<file path="src/rtl/decode_ctrl_pipe.sv">
// RV32I decode/control stage: combinational decode of instr_d into the ID/EX register,
// with load-use bubble insertion, EX flush/hold handling and a saturating bubble counter.
module decode_ctrl_pipe #(
  parameter int ALU_CTRL_W        = 4,
  parameter bit ENABLE_BRANCH_EXT = 1'b1,
  parameter int CNT_W             = 16
) (
  input  logic                  clk,
  input  logic                  rst,
  input  logic [31:0]           instr_d,
  input  logic                  valid_d,
  input  logic                  stall_e,
  input  logic                  flush_e,
  output logic [2:0]            imm_src_d,
  output logic                  stall_fd,
  output logic                  valid_e,
  output logic                  illegal_e,
  output logic                  reg_write_e,
  output logic                  mem_write_e,
  output logic [1:0]            result_src_e,
  output logic                  alu_src_e,
  output logic [ALU_CTRL_W-1:0] alu_control_e,
  output logic                  branch_e,
  output logic [2:0]            branch_type_e,
  output logic                  jump_e,
  output logic                  jalr_e,
  output logic [4:0]            rs1_e,
  output logic [4:0]            rs2_e,
  output logic [4:0]            rd_e,
  output logic [CNT_W-1:0]      bubble_cnt
);

  localparam logic [6:0] OP_R      = 7'b0110011;
  localparam logic [6:0] OP_I      = 7'b0010011;
  localparam logic [6:0] OP_LOAD   = 7'b0000011;
  localparam logic [6:0] OP_STORE  = 7'b0100011;
  localparam logic [6:0] OP_BRANCH = 7'b1100011;
  localparam logic [6:0] OP_JAL    = 7'b1101111;
  localparam logic [6:0] OP_JALR   = 7'b1100111;
  localparam logic [6:0] OP_LUI    = 7'b0110111;

  localparam logic [3:0] ALU_ADD  = 4'd0;
  localparam logic [3:0] ALU_SUB  = 4'd1;
  localparam logic [3:0] ALU_AND  = 4'd2;
  localparam logic [3:0] ALU_OR   = 4'd3;
  localparam logic [3:0] ALU_XOR  = 4'd4;
  localparam logic [3:0] ALU_SLT  = 4'd5;
  localparam logic [3:0] ALU_SLTU = 4'd6;
  localparam logic [3:0] ALU_SLL  = 4'd7;
  localparam logic [3:0] ALU_SRL  = 4'd8;
  localparam logic [3:0] ALU_SRA  = 4'd9;

  typedef struct packed {
    logic                  valid;
    logic                  illegal;
    logic                  reg_write;
    logic                  mem_write;
    logic [1:0]            result_src;
    logic                  alu_src;
    logic [ALU_CTRL_W-1:0] alu_control;
    logic                  branch;
    logic [2:0]            branch_type;
    logic                  jump;
    logic                  jalr;
    logic [4:0]            rs1;
    logic [4:0]            rs2;
    logic [4:0]            rd;
  } idex_t;

  logic [6:0] opcode;
  logic [2:0] funct3;
  logic       funct7_b5;
  logic [4:0] rs1_d, rs2_d, rd_d;
  logic       unused_bits;

  assign opcode      = instr_d[6:0];
  assign rd_d        = instr_d[11:7];
  assign funct3      = instr_d[14:12];
  assign rs1_d       = instr_d[19:15];
  assign rs2_d       = instr_d[24:20];
  assign funct7_b5   = instr_d[30];
  assign unused_bits = ^{instr_d[31], instr_d[29:25]};

  // alt selects SUB (only when allow_sub, i.e. R-type) or SRA.
  function automatic logic [3:0] alu_sel(input logic [2:0] f3, input logic alt,
                                         input logic allow_sub);
    case (f3)
      3'b000:  alu_sel = (alt && allow_sub) ? ALU_SUB : ALU_ADD;
      3'b001:  alu_sel = ALU_SLL;
      3'b010:  alu_sel = ALU_SLT;
      3'b011:  alu_sel = ALU_SLTU;
      3'b100:  alu_sel = ALU_XOR;
      3'b101:  alu_sel = alt ? ALU_SRA : ALU_SRL;
      3'b110:  alu_sel = ALU_OR;
      default: alu_sel = ALU_AND;
    endcase
  endfunction

  logic       d_illegal, d_reg_write, d_mem_write, d_alu_src;
  logic       d_branch, d_jump, d_jalr, d_uses_rs1, d_uses_rs2;
  logic [1:0] d_result_src;
  logic [3:0] d_alu;
  logic       branch_legal;

  assign branch_legal = (funct3[2:1] == 2'b00) || (ENABLE_BRANCH_EXT && funct3[2]);

  always_comb begin
    d_illegal    = 1'b0;
    d_reg_write  = 1'b0;
    d_mem_write  = 1'b0;
    d_result_src = 2'b00;
    d_alu_src    = 1'b0;
    d_alu        = ALU_ADD;
    d_branch     = 1'b0;
    d_jump       = 1'b0;
    d_jalr       = 1'b0;
    d_uses_rs1   = 1'b1;
    d_uses_rs2   = 1'b0;
    imm_src_d    = 3'b000;
    case (opcode)
      OP_R: begin
        d_reg_write = 1'b1;
        d_alu       = alu_sel(funct3, funct7_b5, 1'b1);
        d_uses_rs2  = 1'b1;
      end
      OP_I: begin
        d_reg_write = 1'b1;
        d_alu_src   = 1'b1;
        d_alu       = alu_sel(funct3, funct7_b5, 1'b0);
      end
      OP_LOAD: begin
        d_reg_write  = 1'b1;
        d_alu_src    = 1'b1;
        d_result_src = 2'b01;
      end
      OP_STORE: begin
        d_mem_write = 1'b1;
        d_alu_src   = 1'b1;
        d_uses_rs2  = 1'b1;
        imm_src_d   = 3'b001;
      end
      OP_BRANCH: begin
        d_alu      = ALU_SUB;
        d_uses_rs2 = 1'b1;
        imm_src_d  = 3'b010;
        d_branch   = branch_legal;
        d_illegal  = !branch_legal;
      end
      OP_JAL: begin
        d_reg_write  = 1'b1;
        d_result_src = 2'b10;
        d_jump       = 1'b1;
        d_uses_rs1   = 1'b0;
        imm_src_d    = 3'b011;
      end
      OP_JALR: begin
        d_reg_write  = 1'b1;
        d_alu_src    = 1'b1;
        d_result_src = 2'b10;
        d_jump       = 1'b1;
        d_jalr       = 1'b1;
      end
      OP_LUI: begin
        d_reg_write = 1'b1;
        d_alu_src   = 1'b1;
        d_uses_rs1  = 1'b0;
        imm_src_d   = 3'b100;
      end
      default: d_illegal = 1'b1;
    endcase
  end

  // Illegal instructions carry only valid+illegal; rd is zeroed when nothing is written.
  idex_t idex_next, idex_q;

  always_comb begin
    idex_next = '0;
    if (valid_d) begin
      idex_next.valid = 1'b1;
      if (d_illegal) begin
        idex_next.illegal = 1'b1;
      end else begin
        idex_next.reg_write   = d_reg_write;
        idex_next.mem_write   = d_mem_write;
        idex_next.result_src  = d_result_src;
        idex_next.alu_src     = d_alu_src;
        idex_next.alu_control = ALU_CTRL_W'(d_alu);
        idex_next.branch      = d_branch;
        idex_next.branch_type = d_branch ? funct3 : 3'b000;
        idex_next.jump        = d_jump;
        idex_next.jalr        = d_jalr;
        idex_next.rs1         = d_uses_rs1 ? rs1_d : 5'd0;
        idex_next.rs2         = d_uses_rs2 ? rs2_d : 5'd0;
        idex_next.rd          = d_reg_write ? rd_d : 5'd0;
      end
    end
  end

  logic load_use;

  assign load_use = idex_q.valid && (idex_q.result_src == 2'b01) && (idex_q.rd != 5'd0) &&
                    valid_d && ((d_uses_rs1 && (rs1_d == idex_q.rd)) ||
                                (d_uses_rs2 && (rs2_d == idex_q.rd)));
  assign stall_fd = load_use || stall_e;

  logic [CNT_W-1:0] bubble_cnt_q;

  always_ff @(posedge clk or posedge rst) begin
    if (rst) begin
      idex_q       <= '0;
      bubble_cnt_q <= '0;
    end else if (!stall_e) begin
      if (flush_e) begin
        idex_q <= '0;
      end else if (load_use) begin
        idex_q <= '0;
        if (bubble_cnt_q != {CNT_W{1'b1}}) bubble_cnt_q <= bubble_cnt_q + 1'b1;
      end else begin
        idex_q <= idex_next;
      end
    end
  end

  assign valid_e       = idex_q.valid;
  assign illegal_e     = idex_q.illegal;
  assign reg_write_e   = idex_q.reg_write;
  assign mem_write_e   = idex_q.mem_write;
  assign result_src_e  = idex_q.result_src;
  assign alu_src_e     = idex_q.alu_src;
  assign alu_control_e = idex_q.alu_control;
  assign branch_e      = idex_q.branch;
  assign branch_type_e = idex_q.branch_type;
  assign jump_e        = idex_q.jump;
  assign jalr_e        = idex_q.jalr;
  assign rs1_e         = idex_q.rs1;
  assign rs2_e         = idex_q.rs2;
  assign rd_e          = idex_q.rd;
  assign bubble_cnt    = bubble_cnt_q;

endmodule

</file>
<file path="config.mk">
export PLATFORM = sky130hd
export DESIGN_NAME = decode_ctrl_pipe
export DESIGN_NICKNAME = d
export VERILOG_FILES = /design/src/rtl/decode_ctrl_pipe.sv
export SDC_FILE = /design/constraint.sdc
export NUM_CORES = 1
export LEC_CHECK = 0
export BUFFER_PORTS_ARGS = -buffer_cell sky130_fd_sc_hd__buf_2
export CAP_MARGIN = 20
export CORE_MARGIN = 2
export CORE_UTILIZATION = 49
export CTS_CLUSTER_DIAMETER = 30
export DETAILED_ROUTE_END_ITERATION = 16
export PLACE_DENSITY_LB_ADDON = 0.3
export SETUP_SLACK_MARGIN = 0.5
export SLEW_MARGIN = 20
export SYNTH_ARGS = -nofsm -noshare
export SYNTH_HDL_FRONTEND = slang
export SYNTH_SLANG_ARGS = --single-unit
</file>
<file path="constraint.sdc">
create_clock -name clk -period 1.9 [get_ports clk]
set_input_delay 0.095 -clock clk [delete_from_list [all_inputs] [get_ports clk]]
set_output_delay 0.095 -clock clk [all_outputs]
set_load 0.01 [all_outputs]
</file>
==> flow_metrics.py, run 1 <==
metrics = {
    "timing": {
        "max_slew_margin": 0.468,
        "setup_viol_count_final": 6,
        "fin_skew_ns": 0.0102,
        "finalCriticalPeriod_ns": 1.94,
        "drv_slew": 0,
        "fmax_mhz": 516,
        "hold_viol": 0,
        "tightest_slew_ns": 0.797,
        "setup_ws_ns": -0.0393,
        "period_share": 1.02,
        "rsz0062_at_grt": "yes",
        "whs_ns": 0.0153,
    },
    "finish": {
        "num-nets-final": 390,
        "drive_above_1_share": 0.552,
        "final_cells": 407,
        "multi_input_area_um2": 1550,
        "fin_area_um2": 3730,
        "final_common_cell": "buf_2",
        "seqCellArea_um2": 1180,
        "syn2layout_area_growth_pct": 57.0,
        "fin_util": 0.795,
        "layout_common_cells": "buf_2, dfrtp_1, nand2_1, buf_4, a22o_1",
        "antenna_cells": 0,
        "fillCellCount": 290,
    },
    "yosys": {
        "ys.flop_type": "dfrtp_1",
        "synth_area_um2": 2380,
        "avgSynthCellArea_um2": 10.2,
        "ys_top_cells_by_area": "dfrtp_1, xor2_1, a22o_1, nand2_1, xnor2_1",
        "synth_top_cell_by_area": "dfrtp_1",
        "yosysTopAreaCellShare": 0.495,
        "synth-async-reset-ratio": 1.00,
        "syn-num-nets": 272,
        "yosys_warnings": 0,
        "ys_ff_latch": 47,
        "yosysSeqAreaShare": 0.495,
        "syn_inst": 234,
        "synth_cell_types": 46,
        "synth_edf_count": 0,
    },
    "global_routing": {
        "grt_use_total": 0.259,
        "grt_overflow_total": 0,
        "grt_max_degree": 39,
        "grt_pass1_vias": 2213,
        "grt_pass1_wl_mm": 10.8,
        "antenna_found_initial": 0,
    },
    "placement": {
        "portBuffers": 82,
        "gp_congestion": 0.867,
        "hpwl_mm": 4.45,
        "placedCellCount": 377,
        "place_area_um2": 3060,
    },
    "drt": {
        "vias": 2333,
        "first_iter_violations": 106,
        "routed_wl_mm": 7.48,
        "drt.antenna.violating_nets": 0,
        "firstDrtPassIters": 4,
        "routed_via_density": 5.73,
        "drc": 0,
        "wl_per_cell_um": 18.4,
    },
    "floorplan": {
        "dieArea_um2": 5420,
        "io_pins": 89,
        "rows": 25,
        "start_util": 0.506,
        "core-area_um2": 4690,
        "die_x_um": 73.6,
        "fp.dieH_um": 73.6,
    },
    "clocking": {
        "cts_buffer_depth": 2,
        "clkTransAtPathRegs_ns": 0.09,
        "cts-root-buf": "clkbuf_8",
        "htree_levels": 2,
        "clock_latency_ns": 0.31,
        "cts_buffers": 5,
        "numClockSinks": 47,
        "cts_tree": "built",
    },
    "setup_path": {
        "r2r_slack_ns": -0.04,
        "critPathCaptureType": "flip-flop",
        "crit_required_ns": 2.10,
        "critPathKind": "flip-flop to flip-flop",
        "cp_max_fo": 8,
        "reg2reg_from": "rd_e[0]$_DFFE_PP0N_",
        "r2r_cells": 8,
        "crit_start": "rd_e[0]$_DFFE_PP0N_",
        "cp-start-kind": "flip-flop",
        "arrival_ns": 2.14,
        "r2r_end": "bubble_cnt[15]$_DFFE_PP0P_",
    },
    "hold_path": {
        "hold_class": "input pin to flip-flop",
        "whs_endpoint": "rd_e[2]$_DFFE_PP0N_",
        "hold_depth": 2,
        "hold_start": "instr_d[9]",
    },
    "run_status": {
        "outcome": "complete, but fails checks",
        "violations": "setup timing",
    },
    "pwr": {
        "p_total_mw": 1.96,
        "ir_drop_uv": 321,
        "leakagePower_nw": 1.87,
        "p_per_area_nw_per_um2": 526,
    },
    "run": {
        "drv_cap": 0,
    },
}
layout make-up:
type	instances	area share
Multi-Input combinational cell	170	0.415
Inverter	5	0.00503
Clock buffer	7	0.0205
Sequential cell	47	0.318
Tap cell	54	0.0181
Clock inverter	1	0.00805
Timing Repair Buffer	123	0.216
kinds of logic after synthesis:
| logic type | share of synthesized area |
|---|---|
| adders and majority gates | 0.00527 |
| xor gates and xnor gates | 0.0958 |
| DFF | 0.495 |
| muxes | 0.00948 |
| AOI/OAI and AO/OA | 0.154 |
| and+or+nand+nor | 0.206 |
| buffers and inverters | 0.0342 |
synth_stat cells (4+ instances only):
library cell,count
nand2_1,30
nor4_1,4
clkbuf_1,6
dfrtp_1,47
nor2_1,14
o31ai_1,6
a22o_1,15
xnor2_1,8
and3_1,5
xor2_1,18
o21ai_0,11
nand3_1,10
nor3_1,9
inv_1,4
a21oi_1,5
nand4_1,6
metal layers:
| layer | share of wire | track usage |
|---|---|---|
| met5 | 0 | 0 |
| met4 | 0.019 | 0.0788 |
| met3 | 0.050 | 0.0466 |
| met2 | 0.52 | 0.429 |
| met1 | 0.41 | 0.346 |
sequential cells by signal, summed over array words and instances (netlist names), 2 cells and up:
name and cells:
bubble_cnt 16, rd_e 5, rs1_e 5, rs2_e 5, alu_control_e 4, branch_type_e 3
result_src_e 2
metrics by stage:
step	worst slack (ns)	TNS [ns]
2_1_floorplan	0.0996	0
3_3_place_gp	0.0493	0
3_5_place_dp	-0.00818	-0.00818
4_1_cts	0.0611	0
5_1_grt	-0.139	-1.45
6_report	-0.0393	-0.119
timing repair:
action,4_1_cts,5_1_grt
gates cloned,1,0
resized for setup,39,41
pin swaps,31,30
endpoints found under the setup margin,48,50
hold endpoints to repair,36,0
hold buffers,1,0
buffers inserted,13,7
power by group:
part,switching [mW],leakage (nW),total [mW],internal [mW]
logic,0.138,1.18,0.226,0.0876
registers,0.00512,0.643,1.01,1.00
clock network,0.332,0.0524,0.726,0.394
critical path, stage by stage (launching register included):
cell     delay, ns
dfrtp_2       0.48
xor2_2        0.17
nor3_2        0.19
nand4_1       0.18
buf_4         0.20
a21oi_4       0.17
buf_6         0.17
nand4_1       0.12
xnor2_1       0.15
how the worst max path moves through the flow:
| stage | depth (start not counted) | end | slack (ns) |
|---|---|---|---|
| after global routing | 8 | bubble_cnt[3]$_DFFE_PP0P_ | -0.14 |
| after detailed placement | 7 | bubble_cnt[2]$_DFFE_PP0P_ | -0.008 |
| final | 8 | bubble_cnt[15]$_DFFE_PP0P_ | -0.04 |
| after CTS | 7 | stall_fd | 0.06 |
| after global placement | 7 | bubble_cnt[2]$_DFFE_PP0P_ | 0.05 |
| after floorplan | 7 | bubble_cnt[2]$_DFFE_PP0P_ | 0.1 |
Note: power is estimated with default switching activity, not from simulation.
==> run 2: changes to the inputs <==
--- a/config.mk
+++ b/config.mk
@@ -10,8 +10,10 @@
 export CORE_MARGIN = 2
 export CORE_UTILIZATION = 49
 export CTS_CLUSTER_DIAMETER = 30
+export CTS_CLUSTER_SIZE = 8
 export DETAILED_ROUTE_END_ITERATION = 16
 export PLACE_DENSITY_LB_ADDON = 0.3
+export REMOVE_ABC_BUFFERS = 1
 export SETUP_SLACK_MARGIN = 0.5
 export SLEW_MARGIN = 20
 export SYNTH_ARGS = -nofsm -noshare
==> run 2 against run 1 <==
Against the previous run: the flow still finishes with violations (setup timing); die area unchanged; design area decreased by 1.7%; via count increased by 5.4%; clock power increased by 5.5%; cell count increased by 1.5%; sequential cell count unchanged; sequential power about the same; setup slack got worse by 0.034 ns; routed wire length increased by 3.7%; clock-buffer cell count decreased by 2; sequential share of layout area increased by 0.45 points; first-iteration DRC count increased by 95%; largest cell class unchanged.
==> flow_metrics.py, run 2 (synthesis results as in run 1) <==
metrics = {
    "timing": {
        "max_slew_margin": 0.614,
        "fin_skew_ns": 0.00819,
        "rsz0062_at_grt": "yes",
        "hold_viol": 0,
        "setup_ws_ns": -0.0736,
        "tightest_slew_ns": 0.580,
        "fmax_mhz": 507,
        "finalCriticalPeriod_ns": 1.97,
        "setup_viol_count_final": 23,
        "drv_slew": 0,
        "period_share": 1.04,
    },
    "global_routing": {
        "grt.met2_usage": 0.407,
        "antenna_found_initial": 0,
        "met3_usage": 0.0494,
        "top_usage_layer": "met2",
        "grt_use_total": 0.246,
        "grt_overflow_total": 0,
        "met1_usage": 0.327,
        "grt_pass1_vias": 2230,
        "grt_max_degree": 48,
        "grt_pass1_wl_mm": 10.4,
    },
    "placement": {
        "gp_congestion": 0.810,
        "hpwl_mm": 4.28,
        "portBuffers": 82,
        "place_ws_ns": -0.0956,
    },
    "pwr": {
        "swShare": 0.254,
        "p_per_area_nw_per_um2": 543,
        "pwr-share-seq": 0.507,
        "intPower_mw": 1.49,
        "net-switching-power_mw": 0.506,
        "clock_power_share": 0.384,
        "leakagePower_nw": 1.87,
        "power_frac_comb": 0.109,
        "ir_drop_uv": 257,
        "p_total_mw": 1.99,
    },
    "setup_path": {
        "path_buf_inv": 3,
        "path_cells": "buf_4 > nor3_4 > a21oi_2 > nand4b_1 > buf_4 > buf_6 > nand2_8 > nor3b_4 > a22o_1",
        "cp-start-kind": "flip-flop",
        "r2r_cells": 9,
        "critPathCaptureType": "flip-flop",
        "slowest_delay_ns": 0.45,
        "critPathKind": "flip-flop to flip-flop",
        "critPathTopFamily": "simple AND/OR/NAND/NOR gates",
        "cp_max_fo": 5,
        "crit_slowest_cell": "dfrtp_2",
        "cp_common_cell": "buf_4",
        "worst-path-stages": 9,
        "crit_required_ns": 2.15,
        "arrival_ns": 2.22,
    },
    "finish": {
        "layout_common_cells": "buf_2, dfrtp_1, buf_4",
        "drive_above_1_share": 0.515,
        "antenna_cells": 0,
        "largest_reg_flops": 16,
        "multi_input_area_um2": 1460,
        "final_common_cell": "buf_2",
        "num-nets-final": 396,
        "seqCellArea_um2": 1180,
        "fillCellCount": 287,
        "syn2layout_area_growth_pct": 54.3,
    },
    "clocking": {
        "cts_tree": "built",
        "clkTransAtPathRegs_ns": 0.09,
        "cts-root-buf": "clkbuf_8",
        "cts_buffer_depth": 2,
        "numClockSinks": 47,
        "cts_buffers": 5,
        "htree_levels": 2,
        "clock_latency_ns": 0.31,
    },
    "hold_path": {
        "hold_class": "input pin to flip-flop",
        "hold_depth": 2,
    },
    "drt": {
        "wl_per_cell_um": 18.8,
        "routed_wl_mm": 7.76,
        "drt.antenna.violating_nets": 0,
        "firstDrtPassIters": 5,
        "routed_via_density": 5.95,
        "vias": 2459,
        "first_iter_violations": 207,
        "drc": 0,
    },
    "floorplan": {
        "dieArea_um2": 5420,
        "start_util": 0.506,
        "rows": 25,
        "io_pins": 89,
        "die_x_um": 73.6,
        "fp.dieH_um": 73.6,
        "core-area_um2": 4690,
    },
    "run": {
        "drv_cap": 0,
    },
    "run_status": {
        "violations": "setup timing",
        "outcome": "complete, but fails checks",
    },
}
## run 2: cell types whose count changed in the layout (fill, tap and decap cells not counted), moves of 3 or more
cell     change
buf_4        +6
nand3_1      +6
dfrtp_1      +3
xor2_2       -4
xor2_1       +4
dfrtp_2      -3
nand3_2      -6
## run 2: metal layers
layer,wire length (um),vias to the layer above
met4,254,0
li1,-,1086
met3,519,30
met2,3880,154
met5,0,-
met1,3110,1189
## run 2: timing repair
action,in CTS,in global routing
endpoints found under the setup margin,48,49
cloned,1,0
pin swaps,19,33
endpoints found under the hold margin,49,0
setup buffers,9,14
gates resized for setup,36,48
hold buffers,3,0
## run 2: power by group through the flow
stage,registers (mW),logic [mW],clock network (mW)
after floorplan,1.03,0.0661,0
after global placement,1.03,0.171,0
after detailed placement,1.03,0.174,0
after CTS,1.01,0.191,0.770
after global routing,1.01,0.235,0.819
final,1.01,0.218,0.766
## run 2: path summary, 6_finish.rpt
check,endpoint,slack (ns),from
setup reg to reg,rs2_e[1]$_DFFE_PP0N_,-0.07,rd_e[4]$_DFFE_PP0N_
hold / removal,rd_e[1]$_DFFE_PP0N_,0.02,instr_d[8]
hold reg to reg,reg_write_e$_DFFE_PP0N_,0.48,reg_write_e$_DFFE_PP0N_
setup / recovery,rs2_e[1]$_DFFE_PP0N_,-0.07,rd_e[4]$_DFFE_PP0N_
max in group asynchronous,rd_e[1]$_DFFE_PP0N_,0.99,rst
min in group asynchronous,bubble_cnt[6]$_DFFE_PP0P_,0.49,rst
## run 2: final cells by class
| class | instances | share of cell area |
|---|---|---|
| Inverter | 5 | 0.00512 |
| Clock buffer | 5 | 0.0188 |
| Sequential cell | 47 | 0.322 |
| Multi-Input combinational cell | 170 | 0.398 |
| Tap cell | 54 | 0.0184 |
| Timing Repair Buffer | 129 | 0.225 |
| Clock inverter | 3 | 0.0126 |
## run 2: stage by stage
step	std cells	area (um2)	hold WS [ns]	setup TNS [ns]	util
finish	413	3670	0.0171	-0.826	0.781
global route	413	3670	0.00192	-2.70	0.781
detailed placement	378	2940	0.278	-0.332	0.627
CTS	399	3320	0.00135	0	0.707
floorplan	222	2310	0.191	0	-
global placement	378	2940	0.278	-0.242	0.627
## run 2: worst register-to-register path, stage by stage, from the launching register on
cell,delay (ns)
dfrtp_2,0.45
buf_4,0.15
nor3_4,0.23
a21oi_2,0.10
nand4b_1,0.17
buf_4,0.14
buf_6,0.10
nand2_8,0.07
nor3b_4,0.31
a22o_1,0.19
==> run 3: changes to the inputs <==
--- a/config.mk
+++ b/config.mk
@@ -9,6 +9,7 @@
 export CAP_MARGIN = 20
 export CORE_MARGIN = 2
 export CORE_UTILIZATION = 49
+export CTS_BUF_LIST = sky130_fd_sc_hd__clkbuf_16
 export CTS_CLUSTER_DIAMETER = 30
 export CTS_CLUSTER_SIZE = 8
 export DETAILED_ROUTE_END_ITERATION = 16
==> run 3 against run 2 <==
Against the previous run: the flow still finishes with violations (setup timing); first-iteration DRC count decreased by 19%; global-route usage increased by 0.51 points; maximum frequency about the same; sequential share of layout area decreased by 0.15 points; design area increased by 0.58%; combinational power decreased by 4%.
==> flow_metrics.py, run 3 (synthesis results as in run 1) <==
metrics = {
    "floorplan": {
        "core-area_um2": 4690,
        "fp.dieH_um": 73.6,
        "start_util": 0.506,
        "dieArea_um2": 5420,
        "die_x_um": 73.6,
        "rows": 25,
        "io_pins": 89,
    },
    "finish": {
        "fin_area_um2": 3690,
        "final_cells": 408,
        "fillCellCount": 275,
        "largest_reg_flops": 16,
        "final_common_cell": "buf_2",
        "antenna_cells": 0,
        "syn2layout_area_growth_pct": 55.2,
        "num-nets-final": 391,
        "layout_common_cells": "buf_2, dfrtp_1, buf_4",
        "drive_above_1_share": 0.525,
    },
    "drt": {
        "routed_via_density": 5.88,
        "drt.antenna.violating_nets": 0,
        "firstDrtPassIters": 5,
        "vias": 2398,
        "wl_per_cell_um": 18.6,
        "first_iter_violations": 168,
        "routed_wl_mm": 7.59,
        "drc": 0,
    },
    "setup_path": {
        "endpoint": "bubble_cnt[1]$_DFFE_PP0P_",
        "crit_start": "rd_e[1]$_DFFE_PP0N_",
        "crit_required_ns": 2.07,
        "r2r_end": "bubble_cnt[1]$_DFFE_PP0P_",
        "path_cells": "xor2_1 > nor2_1 > nand4b_1 > a21oi_2 > buf_6 > mux2_4",
        "reg2reg_from": "rd_e[1]$_DFFE_PP0N_",
        "r2r_slack_ns": -0.07,
        "slowest_delay_ns": 0.47,
        "critPathKind": "flip-flop to flip-flop",
        "critPathCaptureType": "flip-flop",
        "arrival_ns": 2.14,
        "cp-start-kind": "flip-flop",
        "crit_slowest_cell": "dfrtp_1",
        "r2r_cells": 6,
        "cp_max_fo": 5,
    },
    "timing": {
        "finalCriticalPeriod_ns": 1.97,
        "period_share": 1.04,
        "setup_ws_ns": -0.0740,
        "drv_slew": 0,
        "setup_viol_count_final": 15,
        "tightest_slew_ns": 0.600,
        "max_slew_margin": 0.600,
        "rsz0062_at_grt": "yes",
        "fin_skew_ns": 0.0111,
        "fmax_mhz": 507,
        "hold_viol": 0,
    },
    "pwr": {
        "ir_drop_uv": 388,
        "p_per_area_nw_per_um2": 610,
        "leakagePower_nw": 1.89,
        "p_total_mw": 2.25,
    },
    "placement": {
        "place_area_um2": 2940,
        "placedCellCount": 378,
        "hpwl_mm": 4.28,
        "portBuffers": 82,
        "gp_congestion": 0.810,
    },
    "global_routing": {
        "grt_pass1_vias": 2202,
        "grt_pass1_wl_mm": 10.6,
        "grt_use_total": 0.251,
        "antenna_found_initial": 0,
        "grt_overflow_total": 0,
        "grt_max_degree": 48,
    },
    "hold_path": {
        "hold_start": "instr_d[7]",
        "hold_class": "input pin to flip-flop",
    },
    "clocking": {
        "cts_tree": "built",
        "numClockSinks": 47,
        "cts_buffer_depth": 2,
        "htree_levels": 2,
        "clkTransAtPathRegs_ns": 0.07,
        "clock_latency_ns": 0.29,
        "cts_buffers": 5,
        "cts-root-buf": "clkbuf_16",
    },
    "run_status": {
        "violations": "setup timing",
        "outcome": "complete, but fails checks",
    },
    "run": {
        "drv_cap": 0,
    },
}
==> run 3: final cells by class <==
type	count	area (um2)	area share
Multi-Input combinational cell	170	1480	0.402
Inverter	5	18.8	0.00509
Timing Repair Buffer	124	766	0.208
Clock inverter	3	46.3	0.0126
Tap cell	54	67.6	0.0183
Sequential cell	47	1180	0.321
Clock buffer	5	125	0.0339
==> run 3: timing repair <==
action | 4_1_cts | 5_1_grt
resized for setup | 43 | 43
pin swaps | 30 | 36
gates cloned | 1 | 0
setup buffers | 10 | 10
hold buffers | 1 | 0
endpoints found under the hold margin | 47 | 0
setup endpoints to repair | 48 | 49
==> run 3: routing by layer <==
metal | vias up | track usage | share of wire | wire length, um
met1 | 1178 | 0.337 | 0.41 | 3070
met5 | - | 0 | 0 | 0
met3 | 14 | 0.0370 | 0.062 | 468
li1 | 1076 | - | - | -
met2 | 130 | 0.420 | 0.51 | 3890
met4 | 0 | 0.0768 | 0.020 | 151
==> run 3: worst max-delay path, delay by kind of cell (launching register included) <==
kind | cells | cell delay (ns)
AOI/OAI and AO/OA | 1 | 0.30
DFF | 1 | 0.47
and+or+nand+nor | 2 | 0.42
xor gates and xnor gates | 1 | 0.20
muxes | 1 | 0.30
buffers and inverters | 1 | 0.17
==> run 3: where the power goes <==
| group | internal [mW] | switching [mW] | leakage [nW] |
|---|---|---|---|
| Combinational | 0.0805 | 0.130 | 1.16 |
| Sequential | 1.01 | 0.00448 | 0.646 |
| Clock | 0.626 | 0.405 | 0.0804 |
| Total | 1.71 | 0.539 | 1.89 |
==> run 3: through the flow <==
step | hold WS, ns | setup WS, ns | TNS, ns | util
global placement | 0.278 | -0.0641 | -0.242 | 0.627
finish | 0.0259 | -0.0740 | -0.335 | 0.786
CTS | 0.0258 | 0.00342 | 0 | 0.721
global route | 0.0408 | -0.167 | -2.57 | 0.786
detailed placement | 0.278 | -0.0956 | -0.332 | 0.627
floorplan | 0.191 | 0.0629 | 0 | -
==> run 3: worst min-delay path by stage <==
stage / to / slack, ns / cells past startpoint
2_1_floorplan: jalr_e$_DFFE_PP0N_ / 0.19 / 1
3_3_place_gp: bubble_cnt[7]$_DFFE_PP0P_ / 0.28 / 3
3_5_place_dp: bubble_cnt[8]$_DFFE_PP0P_ / 0.28 / 3
4_1_cts: rd_e[2]$_DFFE_PP0N_ / 0.03 / 2
5_1_grt: rd_e[0]$_DFFE_PP0N_ / 0.04 / 2
6_report: rd_e[0]$_DFFE_PP0N_ / 0.03 / 2
